`src/rtl/serial_subtractor_with_borrow.sv`:
```
// serial_subtractor_with_borrow: bit-serial A-B-Bin, LSB first, start/busy/done handshake; SERIAL_SUB_OVERFLOW_EN adds o_overflow
module serial_subtractor_with_borrow #(
  parameter int WIDTH = 4
) (
  input  logic             i_clk,
  input  logic             i_rst,
  input  logic             i_start,
  input  logic [WIDTH-1:0] i_minuend,
  input  logic [WIDTH-1:0] i_subtrahend,
  input  logic             i_borrow,
  output logic             o_busy,
  output logic             o_done,
  output logic [WIDTH-1:0] o_diff,
  output logic             o_borrow
`ifdef SERIAL_SUB_OVERFLOW_EN
  ,
  output logic             o_overflow
`endif
);
  localparam int CW = $clog2(WIDTH + 1);
  localparam logic [1:0] IDLE = 2'd0, SHIFT = 2'd1, DONE = 2'd2;
  logic [1:0] state;
  logic [WIDTH-1:0] aReg, bReg, resReg;
  logic borrowFlop, diffBit, borrowNext, accept, lastShift;
  logic [CW-1:0] cnt;
`ifdef SERIAL_SUB_OVERFLOW_EN
  logic ovfReg;
`endif
  always_comb begin
    diffBit    = aReg[0] ^ bReg[0] ^ borrowFlop;
    borrowNext = (~aReg[0] & bReg[0]) | (~(aReg[0] ^ bReg[0]) & borrowFlop);
    accept     = i_start && (state == IDLE || state == DONE);
    lastShift  = cnt == CW'(WIDTH - 1);
  end
  assign o_busy = state == SHIFT;
  // Results are published on the edge leaving DONE, so a new op can be accepted on that same edge.
  always_ff @(posedge i_clk) begin
    if (i_rst) begin
      state      <= IDLE;
      aReg       <= '0;
      bReg       <= '0;
      resReg     <= '0;
      borrowFlop <= 1'b0;
      cnt        <= '0;
      o_done     <= 1'b0;
      o_diff     <= '0;
      o_borrow   <= 1'b0;
`ifdef SERIAL_SUB_OVERFLOW_EN
      ovfReg     <= 1'b0;
      o_overflow <= 1'b0;
`endif
    end else begin
      o_done <= 1'b0;
      if (state == DONE) begin
        o_diff   <= resReg;
        o_borrow <= borrowFlop;
        o_done   <= 1'b1;
`ifdef SERIAL_SUB_OVERFLOW_EN
        o_overflow <= ovfReg;
`endif
      end
      if (accept) begin
        aReg       <= i_minuend;
        bReg       <= i_subtrahend;
        borrowFlop <= i_borrow;
        cnt        <= '0;
        state      <= SHIFT;
      end else if (state == SHIFT) begin
        resReg     <= {diffBit, resReg[WIDTH-1:1]};
        aReg       <= aReg >> 1;
        bReg       <= bReg >> 1;
        borrowFlop <= borrowNext;
        cnt        <= cnt + 1'b1;
        state      <= lastShift ? DONE : SHIFT;
`ifdef SERIAL_SUB_OVERFLOW_EN
        if (lastShift) ovfReg <= borrowFlop ^ borrowNext;
`endif
      end else begin
        state <= IDLE;
      end
    end
  end
endmodule

```
`config.mk`:
```
export PLATFORM = sky130hd
export DESIGN_NAME = serial_subtractor_with_borrow
export DESIGN_NICKNAME = d
export VERILOG_FILES = /design/src/rtl/serial_subtractor_with_borrow.sv
export SDC_FILE = /design/constraint.sdc
export NUM_CORES = 1
export LEC_CHECK = 0
export CORE_MARGIN = 8
export CORE_UTILIZATION = 57
export CTS_BUF_LIST = sky130_fd_sc_hd__clkbuf_2
export CTS_CLUSTER_SIZE = 16
export DETAILED_ROUTE_END_ITERATION = 12
export GPL_ROUTABILITY_DRIVEN = 0
export GPL_TIMING_DRIVEN = 1
export HOLD_SLACK_MARGIN = 0.1
export PLACE_DENSITY = 0.86
export SYNTH_ARGS = -nofsm -noshare
export SYNTH_HDL_FRONTEND = slang
export SYNTH_SLANG_ARGS = --single-unit
export TNS_END_PERCENT = 20
```
`constraint.sdc`:
```
create_clock -name i_clk -period 3.16 [get_ports i_clk]
set_clock_uncertainty 0.1 [all_clocks]
set_input_delay 0.632 -clock i_clk [delete_from_list [all_inputs] [get_ports i_clk]]
set_output_delay 0.632 -clock i_clk [all_outputs]
set_load 0.05 [all_outputs]
```
[Word level (Yosys, flattened, before mapping)]
Index checks and enable logic that the tools add are counted.
Storage, ports and cells
  logic and storage cells: 40
  register bits after elaboration: 24
  bits of input ports: 12
Cells by class
  add/subtract/negate cells: 1
  muxes and demuxes: 10
  bitwise logic cells: 9
  reduce and logical (&&, ||, !) cells: 7
  equal/unequal tests: 3
Operators with widths (count)
  4-bit 2-to-1 mux: 4
  1-bit 2-to-1 mux: 5
  1-bit inverter: 4
  3-bit by 1-bit adder with 3-bit output, second input constant: 1
  3-bit by 2-bit == test with 1-bit output, second input constant: 1
  3-bit OR reduction: 1
  1-bit bitwise AND: 2
  2-bit by 1-bit == test with 1-bit output, second input constant: 1
  2-bit == test, second input constant: 1
  2-bit logical NOT: 1
  2-bit 2-to-1 mux: 1
  2-bit AND reduction: 1
  2-bit nonzero test: 1
  2-bit OR reduction: 1
  1-bit XOR: 2
  1-bit logical AND: 1
  1-bit logical OR: 1
  1-bit bitwise OR: 1

[Longest topological paths before layout]
  depth in word-level cells: 6
  depth in mapped cells: 5

[Least setup slack after synthesis]
No wires, ideal clock.
  path kind: reg-to-output
  start: register state[0]
  end: output port o_busy
  stages on the path, launching flop included: 4
  required time: 2.428 ns
  data arrival time: 0.754 ns
  setup slack: 1.674 ns
  path through: dfxtp_1 nand2b_4 inv_4 buf_6
On the way
  longest elaborated chain between the ends: 1
Ends and longest elaborated chain
  start, declared: line 22  | logic [1:0] state;
  start signal, assigned: line 74  | state <= lastShift ? DONE : SHIFT;
  2-bit by 1-bit == test with 1-bit output: line 35  | assign o_busy = state == SHIFT;
  end, declared: line 11  | output logic o_busy,
Every way passes these cells.

[Worst setup path in the final report]
Ends and elaborated chain as after synthesis.

==> key figures <==
Run status
  – Result of the run: finished, final reports clean

Detailed routing
  – Count of vias placed by the detailed router: 772
  – DRC violation total after the first TritonRoute iteration: 23
  – Iteration count of the initial detailed-routing pass: 5
  – Vias/cell: 5.36
  – Detail Route Antenna Nets: 0
  – Routed Wire Length: 1920 microns
  – Remaining DRCs: 0
  – Routed wire per std cell: 13.3 microns

STA
  – Slew Viols, Final: 0
  – Setup repair after global routing missed its margin: no
  – Worst slew margin: 0.398
  – Setup TNS: 0 ps
  – Final worst slack: 380 ps
  – Achievable clock frequency: 360 MHz
  – Final setup fails: 0
  – Worst Max-Slew Pin Slew: 900 ps
  – Final cycle utilization of the critical path: 0.880
  – Final critical-path required period: 2780 ps
  – Count of final hold-check violations: 0

Worst setup path
  – Classification of the worst setup path: reg2out
  – Critical Path Max Stage Delay: 840 ps
  – Largest fanout of any net on the critical path: 17
  – Crit-path cells: nand2b_4 > inv_4 > clkdlybuf4s50_1
  – Worst setup EP type: output port
  – Worst EP arrival: 2050 ps
  – Startpoint class of the critical path: flop
  – Max stage delay cell, worst path: clkdlybuf4s50_1
  – Data required time at the worst endpoint: 2430 ps

Synth
  – Share of async-settable or async-resettable flops after synthesis: 0
  – Number of instances in the synthesized netlist: 104
  – Sequential fraction of the synthesis area: 0.468
  – Netlist area before placement: 0.00103 sq mm
  – Number of enable-type register cells in the synthesized netlist: 0
  – Most common cell in the netlist: dfxtp_1
  – Post-Synthesis Net Count: 119
  – Yosys reg bits: 24
  – Post-synthesis average cell area: 9.88 sq um
  – Library cell occupying the most area in the post-synthesis netlist: dfxtp_1
  – Most used flip-flop cell after synthesis: dfxtp_1
  – Area share of the largest cell type after synthesis: 0.468
  – Synthesis warning total: 0
  – Count of unique library cells instantiated by Yosys: 30
  – Most frequent cells after synthesis: 24 x dfxtp_1, 17 x nand2_1, 10 x nor2_1, 8 x mux2i_1, 6 x a21oi_1
  – Cells taking the most area after synthesis: dfxtp_1 47%, mux2i_1 7.8%, nand2_1 6.2%

Die
  – Starting Density: 0.601
  – Rows: 15
  – Die span in y: 58.5 microns
  – Full die area: 0.00342 sq mm
  – Horiz. Die Dim: 58.5 microns
  – Top Ports: 19
  – Core area: 0.00171 sq mm

CTS
  – CTS tree: done
  – Number of buffers added to fix hold violations after cts: 0
  – TritonCTS Buffers: 3
  – Post-CTS resize count: 0
  – Buffer cell driving the clock tree root: clkbuf_2
  – Clock transition at the registers of the reported paths: 230 ps
  – Setup repair bufs after CTS: 0
  – Number of H-tree levels: 1
  – Number of clock sinks: 24
  – Buffer levels on the longest clock path: 2
  – Clock latency of the later-clocked register in the worst-skew pair: 340 ps

GRT
  – First-pass GRT wire length: 3370 microns
  – Most Crowded Layer GR: met2
  – Met2 track utilization from global routing: 0.198
  – Grt met1 use: 0.155
  – Number of antenna violations at the first check in global routing: 0
  – Met3 Track Usage GR: 0.0239
  – Via count of the first global-routing pass: 739
  – Maximum number of pins on one net before global-route repair: 25
  – Grt total ovfl: 0
  – Global-route usage over all layers: 0.125

Cells and area
  – Number of antenna diodes: 0
  – Proportion of layout cells with a drive suffix above 1: 0.109
  – Area growth syn-to-layout: 18.6%
  – Final instance area: 0.00122 sq mm
  – Final Net Count: 135

Power and ir drop
  – Sw Ratio: 0.242
  – Part of the power in registers: 0.536
  – PwrDens: 502 mW/mm^2
  – Static leakage: 0.474 nW
  – Maximum ir drop on the vdd rail: 0.371 mV
  – Net switching power: 148 uW
  – Share of total power in combinational logic: 0.133
  – Internal Pwr Total: 464 uW
  – Clock share of power: 0.331

Placement
  – Count of buffers from port buffering: 18
  – Estimated wirelength of the detail-placed design: 1380 microns
  – Worst slack, placed: 803 ps
  – Post-place instance area: 0.00117 sq mm

Worst hold path
  – Worst min path class: reg2reg

Job
  – Maximum Capacitance Violations: 0
## cells in the final DEF (no fill, tap or decap)
cell type        synthesis  final
a21oi_1                  6      6
nand3_1                  1      1
nor2_2                   2      2
nor3_1                   5      5
nor2_1                  10     10
o211ai_1                 1      1
nand2b_1                 1      1
o21a_1                   1      1
a22oi_1                  1      1
clkbuf_2                 0      3
ha_1                     2      2
clkdlybuf4s50_1          0     18
inv_1                    3      3
fa_1                     1      1
a2111oi_2                1      1
dfxtp_1                 24     24
nor3_2                   1      1
nor2b_1                  1      1
bufinv_16                0      1
nand2b_4                 2      2
inv_4                    1      1
nor3b_1                  1      1
mux2i_1                  8      8
o22ai_1                  1      1
a311oi_2                 2      2
nand3b_1                 1      1
xnor2_1                  1      1
a311oi_1                 2      2
nand2_1                 17     17
## per-stage QoR
step	std cells	util	hold slack (ps)	power [mW]
floorplan	104	-	336	0.395
CTS	144	0.714	378	0.612
detailed placement	140	0.687	351	0.414
global placement	140	0.687	359	0.412
global route	144	0.714	416	0.632
finish	144	0.714	379	0.611
## power groups by stage
stage | logic, mW | clock network, mW | registers (mW)
global placement | 0.0796 | 0 | 0.332
floorplan | 0.0644 | 0 | 0.331
global route | 0.0908 | 0.211 | 0.330
CTS | 0.0818 | 0.203 | 0.328
detailed placement | 0.0808 | 0 | 0.333
finish | 0.0812 | 0.202 | 0.328
## logic make-up after synthesis
| kind of cell | count (synthesis) | synth area share |
|---|---|---|
| AO/OA/AOI/OAI | 15 | 0.118 |
| XOR/XNOR | 1 | 0.00853 |
| flip-flops | 24 | 0.468 |
| buffers and inverters | 11 | 0.0804 |
| AND/OR/NAND/NOR | 42 | 0.203 |
| multiplexers | 8 | 0.0780 |
| adder cells (fa/ha/maj) | 3 | 0.0438 |
## path summary, 6_finish.rpt
check                           cells after the start              startpoint  slack, ps                endpoint
worst max-delay path                                3     state[0]$_SDFF_PP0_        380                  o_busy
worst max register to register                      3     state[0]$_SDFF_PP0_       1600    aReg[3]$_SDFFE_PP0P_
worst min-delay path                                2  resReg[0]$_SDFFE_PP0P_        380  resReg[0]$_SDFFE_PP0P_
worst min register to register                      2  resReg[0]$_SDFFE_PP0P_        380  resReg[0]$_SDFFE_PP0P_
## flip-flops by register name (all words and copies together), names as in the netlist
name,flops
aReg,4
bReg,4
o_diff,4
resReg,4
cnt,3
state,2
borrowFlop,1
o_borrow,1
o_done,1
## routing by layer
layer  vias to the layer above  wire (microns)
li1                        385               -
met1                       366             883
met2                        17             922
met3                         4              75
met4                         0              40
met5                         -               0
## critical path, delay by kind of cell (launching register included)
family        cells  cell delay, ps
simple gates      1             170
flops             1             510
buf+inv           2            1030
## cell type report
| class | count | area [sq um] |
|---|---|---|
| flip-flops and latches | 24 | 480 |
| well taps | 25 | 31.3 |
| fillers | 136 | 489 |
| clock inverters | 1 | 30.0 |
| clock buffers | 3 | 15.0 |
| multi-input cells | 69 | 464 |
| inverters | 4 | 17.5 |
| repair buffers | 18 | 180 |
(Power assumes the default switching activity.)
==> variant 1, RTL diff (same settings) <==
Add a define of `SERIAL_SUB_OVERFLOW_EN`.
--- a/src/rtl/serial_subtractor_with_borrow.sv
+++ b/src/rtl/serial_subtractor_with_borrow.sv
@@ -1,4 +1,6 @@
 // serial_subtractor_with_borrow: bit-serial A-B-Bin, LSB first, start/busy/done handshake; SERIAL_SUB_OVERFLOW_EN adds o_overflow
+`define SERIAL_SUB_OVERFLOW_EN
+
 module serial_subtractor_with_borrow #(
   parameter int WIDTH = 4
 ) (
Check against the original RTL (old outputs only; new: o_overflow): equivalent (Yosys induction, for registers that start in step).
==> variant 1 against the unedited design <==
Die area up 3.6%; clock power is 43% lower; sequential share of layout area up 1.8 points; wire length is 9.3% higher; worst setup slack gained 0.15 ns; power fell by 8.8%; cell area up 3.7%; area after synthesis is 5.0% higher; sequential cell count up 2; critical path type unchanged; highest routed layer unchanged.
==> variant 1: results (changes against the unedited design) <==
----------------------------------------------------
[Clock tree]
  Number of buffers on the longest clock path ... 2 (unchanged)
  Master cell of the clock root buffer ... clkbuf_2 (unchanged)
  Clock network latency to the later pin of the worst-skew pair ... 0.32 ns (was 0.34 ns)
  Maximum level of the CTS H-tree ... 1 (unchanged)
  Post-cts gate resize count ... 0 (unchanged)
  Setup Buffers After CTS ... 0 (unchanged)
  Post-CTS clock slew at the launch and capture registers of the worst setup and hold paths ... roughly 0.22 ns

[Setup path]
  Worst path slowest cell ... clkdlybuf4s50_1 (unchanged)
  Crit-path leading delay family ... buffers and inverters (unchanged)
  CP max FO ... 16 (was 17)
  Highest cell delay on the worst timing path ... 0.83 ns
  Worst endpoint data arrival time ... 1.90 ns (was 2.05 ns)

[Route]
  WL per Instance ... 13.2 um (was 13.3 um)
  Detailed Route Iter0 Violations ... 21 (was 23)
  Number of search-and-repair iterations in the first detailed-routing pass ... 3 (was 5)
  Post-DR vias/cell ... 5.18 (was 5.36)

[Synthesis]
  Number of distinct standard cells referenced by the synthesized netlist ... 27 (was 30)
  Area contributors post-synth ... dfxtp_1, nand2_1, a21oi_1, buf_6, nor3_1 (was dfxtp_1, mux2i_1, nand2_1, nor2_1, a21oi_1)
  Register area share after synthesis ... 48.3% (was 46.8%)
  Commonest cells post-synth ... nand2_1, dfxtp_1, a21oi_1 (was dfxtp_1, nand2_1, nor2_1)
  YS warnings ... 0 (unchanged)
  Asr flop ratio synth ... 0% (unchanged)
  Synth Net Count ... 133 (was 119)

[Place]
  Dpl hpwl ... 1560 um (was 1380 um)
  I/O Buffers ... 19 (was 18)
  Standard cell area after detailed placement ... 1240 um^2 (was 1170 um^2)

[Global route]
  First-pass GRT wire length ... 3580 um (was 3370 um)
  Via count of the first global-routing pass ... 775 (was 739)
  Antenna violations before repair ... 0 (unchanged)
  Maximum number of pins on one net before global-route repair ... 27 (was 25)
  Tot GR Track Use ... 12.9% (was 12.5%)

[Cells and area]
  Post-layout nets ... 150 (was 135)
  Fraction of final layout cells with drive strength greater than 1 ... 7.46% (was 10.9%)
  # fillers ... 157 (was 136)
  ANT cells ... 0 (unchanged)

[STA]
  Measured slew at the worst slew-check pin ... 1.04 ns (was 0.900 ns)

[Die]
  Die area ... 3540 um^2 (was 3420 um^2)

[Pwr]
  LEAKAGE ... 0.436 nW (was 0.474 nW)
  Worst-case vdd ir drop ... 0.316 mV (was 0.371 mV)

[Run status]
  Outcome ... completed (unchanged)

----------------------------------------------------
-- variant 1: cell families (layout without fill, tap and decap cells) --
logic type / Yosys count / in the layout / share of synthesized area, %
xor gates and xnor gates: 2 / 2 / 1.62
DFF: 26 / 26 / 48.3
adders and majority gates: 3 / 3 / 4.18
muxes: 3 / 3 / 2.78
and+or+nand+nor: 50 / 50 / 20.5
AOI/OAI and AO/OA: 22 / 22 / 15.0
buffers and inverters: 12 / 28 / 7.66
-- variant 1: report_power, final --
group	total (mW)	internal (mW)	switching [mW]
Sequential	0.353	0.343	0.00944
Combinational	0.0895	0.0409	0.0486
Clock	0.115	0.0275	0.0880
-- variant 1: per-stage QoR --
step                setup WS [ns]  cells  utilization (%)
detailed placement          0.827    155             71.3
finish                      0.530    159             72.4
global placement            0.947    155             71.3
CTS                         0.517    159             72.4
floorplan                    1.60    118                -
global route                0.421    159             72.4
-- variant 1: area by class of cell --
class                           instances  share of cell area [%]
Sequential cell                        26                    41.2
Multi-Input combinational cell         80                    37.6
Timing Repair Buffer                   20                    15.6
Tap cell                               25                    2.48
Inverter                                4                    1.58
Clock buffer                            3                    1.19
Clock inverter                          1                   0.297
-- variant 1: tightest hold or removal path, cell delays in order, from the launching register on --
cell     delay, ns
dfxtp_1       0.36
nand2_1       0.05
a21oi_1       0.05
-- variant 1: per-layer routing --
metal / wire length (um) / vias up / global-route usage (%)
met3: 74 / 2 / 3.04
met4: 10 / 0 / 4.08
met2: 1040 / 13 / 21.4
met1: 970 / 376 / 15.8
li1: - / 433 / -
met5: 0 / - / 0
-- variant 1: worst paths after layout --
| kind | startpoint | depth (start not counted) | slack (ns) | to |
|---|---|---|---|---|
| max | state[0] | 3 | 0.53 | o_busy |
| min | resReg[0] | 2 | 0.37 | o_diff[0] |
| max reg2reg | state[0] | 3 | 1.64 | aReg[3] |
| min reg2reg | resReg[0] | 2 | 0.37 | o_diff[0] |
==> variant 2, RTL diff (config.mk and constraints unchanged) <==
Made on the original files. Add an input register stage for `i_start`, `i_minuend`, `i_subtrahend` and `i_borrow`, with the module's reset; this delays them by one clock.
--- a/src/rtl/serial_subtractor_with_borrow.sv
+++ b/src/rtl/serial_subtractor_with_borrow.sv
@@ -19,6 +19,26 @@
 );
   localparam int CW = $clog2(WIDTH + 1);
   localparam logic [1:0] IDLE = 2'd0, SHIFT = 2'd1, DONE = 2'd2;
+
+  logic i_start_q;
+  logic [WIDTH-1:0] i_minuend_q;
+  logic [WIDTH-1:0] i_subtrahend_q;
+  logic i_borrow_q;
+
+  always_ff @(posedge i_clk) begin
+    if (i_rst) begin
+      i_start_q      <= '0;
+      i_minuend_q    <= '0;
+      i_subtrahend_q <= '0;
+      i_borrow_q     <= '0;
+    end else begin
+      i_start_q      <= i_start;
+      i_minuend_q    <= i_minuend;
+      i_subtrahend_q <= i_subtrahend;
+      i_borrow_q     <= i_borrow;
+    end
+  end
+
   logic [1:0] state;
   logic [WIDTH-1:0] aReg, bReg, resReg;
   logic borrowFlop, diffBit, borrowNext, accept, lastShift;
@@ -29,7 +49,7 @@
   always_comb begin
     diffBit    = aReg[0] ^ bReg[0] ^ borrowFlop;
     borrowNext = (~aReg[0] & bReg[0]) | (~(aReg[0] ^ bReg[0]) & borrowFlop);
-    accept     = i_start && (state == IDLE || state == DONE);
+    accept     = i_start_q && (state == IDLE || state == DONE);
     lastShift  = cnt == CW'(WIDTH - 1);
   end
   assign o_busy = state == SHIFT;
@@ -60,9 +80,9 @@
 `endif
       end
       if (accept) begin
-        aReg       <= i_minuend;
-        bReg       <= i_subtrahend;
-        borrowFlop <= i_borrow;
+        aReg       <= i_minuend_q;
+        bReg       <= i_subtrahend_q;
+        borrowFlop <= i_borrow_q;
         cnt        <= '0;
         state      <= SHIFT;
       end else if (state == SHIFT) begin
Behaviour: not the same (a bounded check fails within 4 cycles, from zero or initial values and one cycle with i_rst high).
==> variant 2 against the unedited design <==
Power increased by 18%; cell area rose by 24%; hold slack got worse by 0.0091 ns; wire length is 19% higher; critical endpoint unchanged; register-to-register slack got worse by 0.11 ns; worst setup slack gained 0.037 ns; sequential cell count up 10; critical path depth unchanged; area after synthesis grew 28%.
==> variant 2: results (changes against the unedited design) <==
----------------------------------------------------
[Run status]
  Outcome ... completed (unchanged)

[Setup path]
  Startpoint of the worst-slack reg-to-reg timing path ... i_start_q (was state[0])
  Register-to-register setup slack ... 1.49 ns (was 1.60 ns)
  Worst endpoint data arrival time ... 2.01 ns (was 2.05 ns)

[Cells and area]
  # fillers ... 173 (was 136)
  Number of standard cells in the layout, taps in and fillers out ... 172 (was 144)
  Fraction of final layout cells with drive strength greater than 1 ... 10.4% (was 10.9%)

[Global route]
  Maximum number of pins on one net before global-route repair ... 21 (was 25)
  Via count of the first global-routing pass ... 895 (was 739)
  First-pass GRT wire length ... 4050 um (was 3370 um)

[Place]
  Dpl hpwl ... 1630 um (was 1380 um)
  Standard cell area after detailed placement ... 1480 um^2 (was 1170 um^2)
  Cell total after placement ... 164 (was 140)
  DP Worst Slack ... 0.833 ns (was 0.803 ns)

[Route]
  Number of search-and-repair iterations in the first detailed-routing pass ... 4 (was 5)
  Total length of routed wires ... 2280 um (was 1920 um)
  Detailed Route Iter0 Violations ... 12 (was 23)

[Synthesis]
  Mapped Avg Cell Area ... 10.5 um^2 (was 9.88 um^2)
  Synth Net Count ... 140 (was 119)

[Worst hold path]
  Worst Hold Launch ... i_borrow_q (was resReg[0])

[Clock tree]
  Clock network latency to the later pin of the worst-skew pair ... 0.36 ns (was 0.34 ns)
  Post-CTS clock slew at the launch and capture registers of the worst setup and hold paths ... 0.16 ns (was 0.23 ns)
  Maximum level of the CTS H-tree ... 2 (was 1)

[Pwr]
  Worst-case vdd ir drop ... 0.310 mV (was 0.371 mV)
  LEAKAGE ... 0.579 nW (was 0.474 nW)

----------------------------------------------------
[variant 2: final cells by class]
type | instances | area (um^2) | share of cell area, %
Clock buffer | 5 | 25.0 | 1.66
Timing Repair Buffer | 19 | 200 | 13.2
Clock inverter | 3 | 11.3 | 0.745
Sequential cell | 34 | 681 | 45.0
Inverter | 4 | 20.0 | 1.32
Multi-Input combinational cell | 79 | 539 | 35.7
Tap cell | 28 | 35.0 | 2.32
[variant 2: how the worst max path moves through the flow]
stage / startpoint / slack, ns / cells after the start / end
after floorplan: state[0] / 1.69 / 3 / o_busy
after global placement: state[0] / 0.89 / 3 / o_busy
after detailed placement: state[0] / 0.83 / 3 / o_busy
after CTS: state[0] / 0.38 / 3 / o_busy
after global routing: state[0] / 0.27 / 3 / o_busy
final: state[0] / 0.42 / 3 / o_busy
[variant 2: routing by layer]
metal | routed length, um | up-vias | global-route usage [%]
met5 | 0 | - | 0
met4 | 39 | 0 | 7.24
met3 | 156 | 6 | 6.62
met2 | 1110 | 25 | 19.9
met1 | 976 | 414 | 13.2
li1 | - | 453 | -
[variant 2: worst max-delay path, stage by stage (launching register included)]
cell,delay (ns)
dfxtp_1,0.47
nand2b_4,0.17
inv_6,0.17
clkdlybuf4s50_1,0.83
[variant 2: cells by family (layout without fill, tap and decap cells)]
logic type / after synthesis / in the layout / share of synthesized area [%]
buf+inv: 12 / 31 / 6.88
fa+ha+maj: 3 / 3 / 3.44
compound gates: 15 / 15 / 10.2
xor+xnor: 1 / 1 / 0.669
flops: 34 / 34 / 52.0
mux: 8 / 8 / 6.11
simple gates: 52 / 52 / 20.7
[variant 2: where the power goes]
part	internal, mW	switching, mW
registers	0.447	0.0105
clock network	0.0472	0.135
logic	0.0396	0.0435
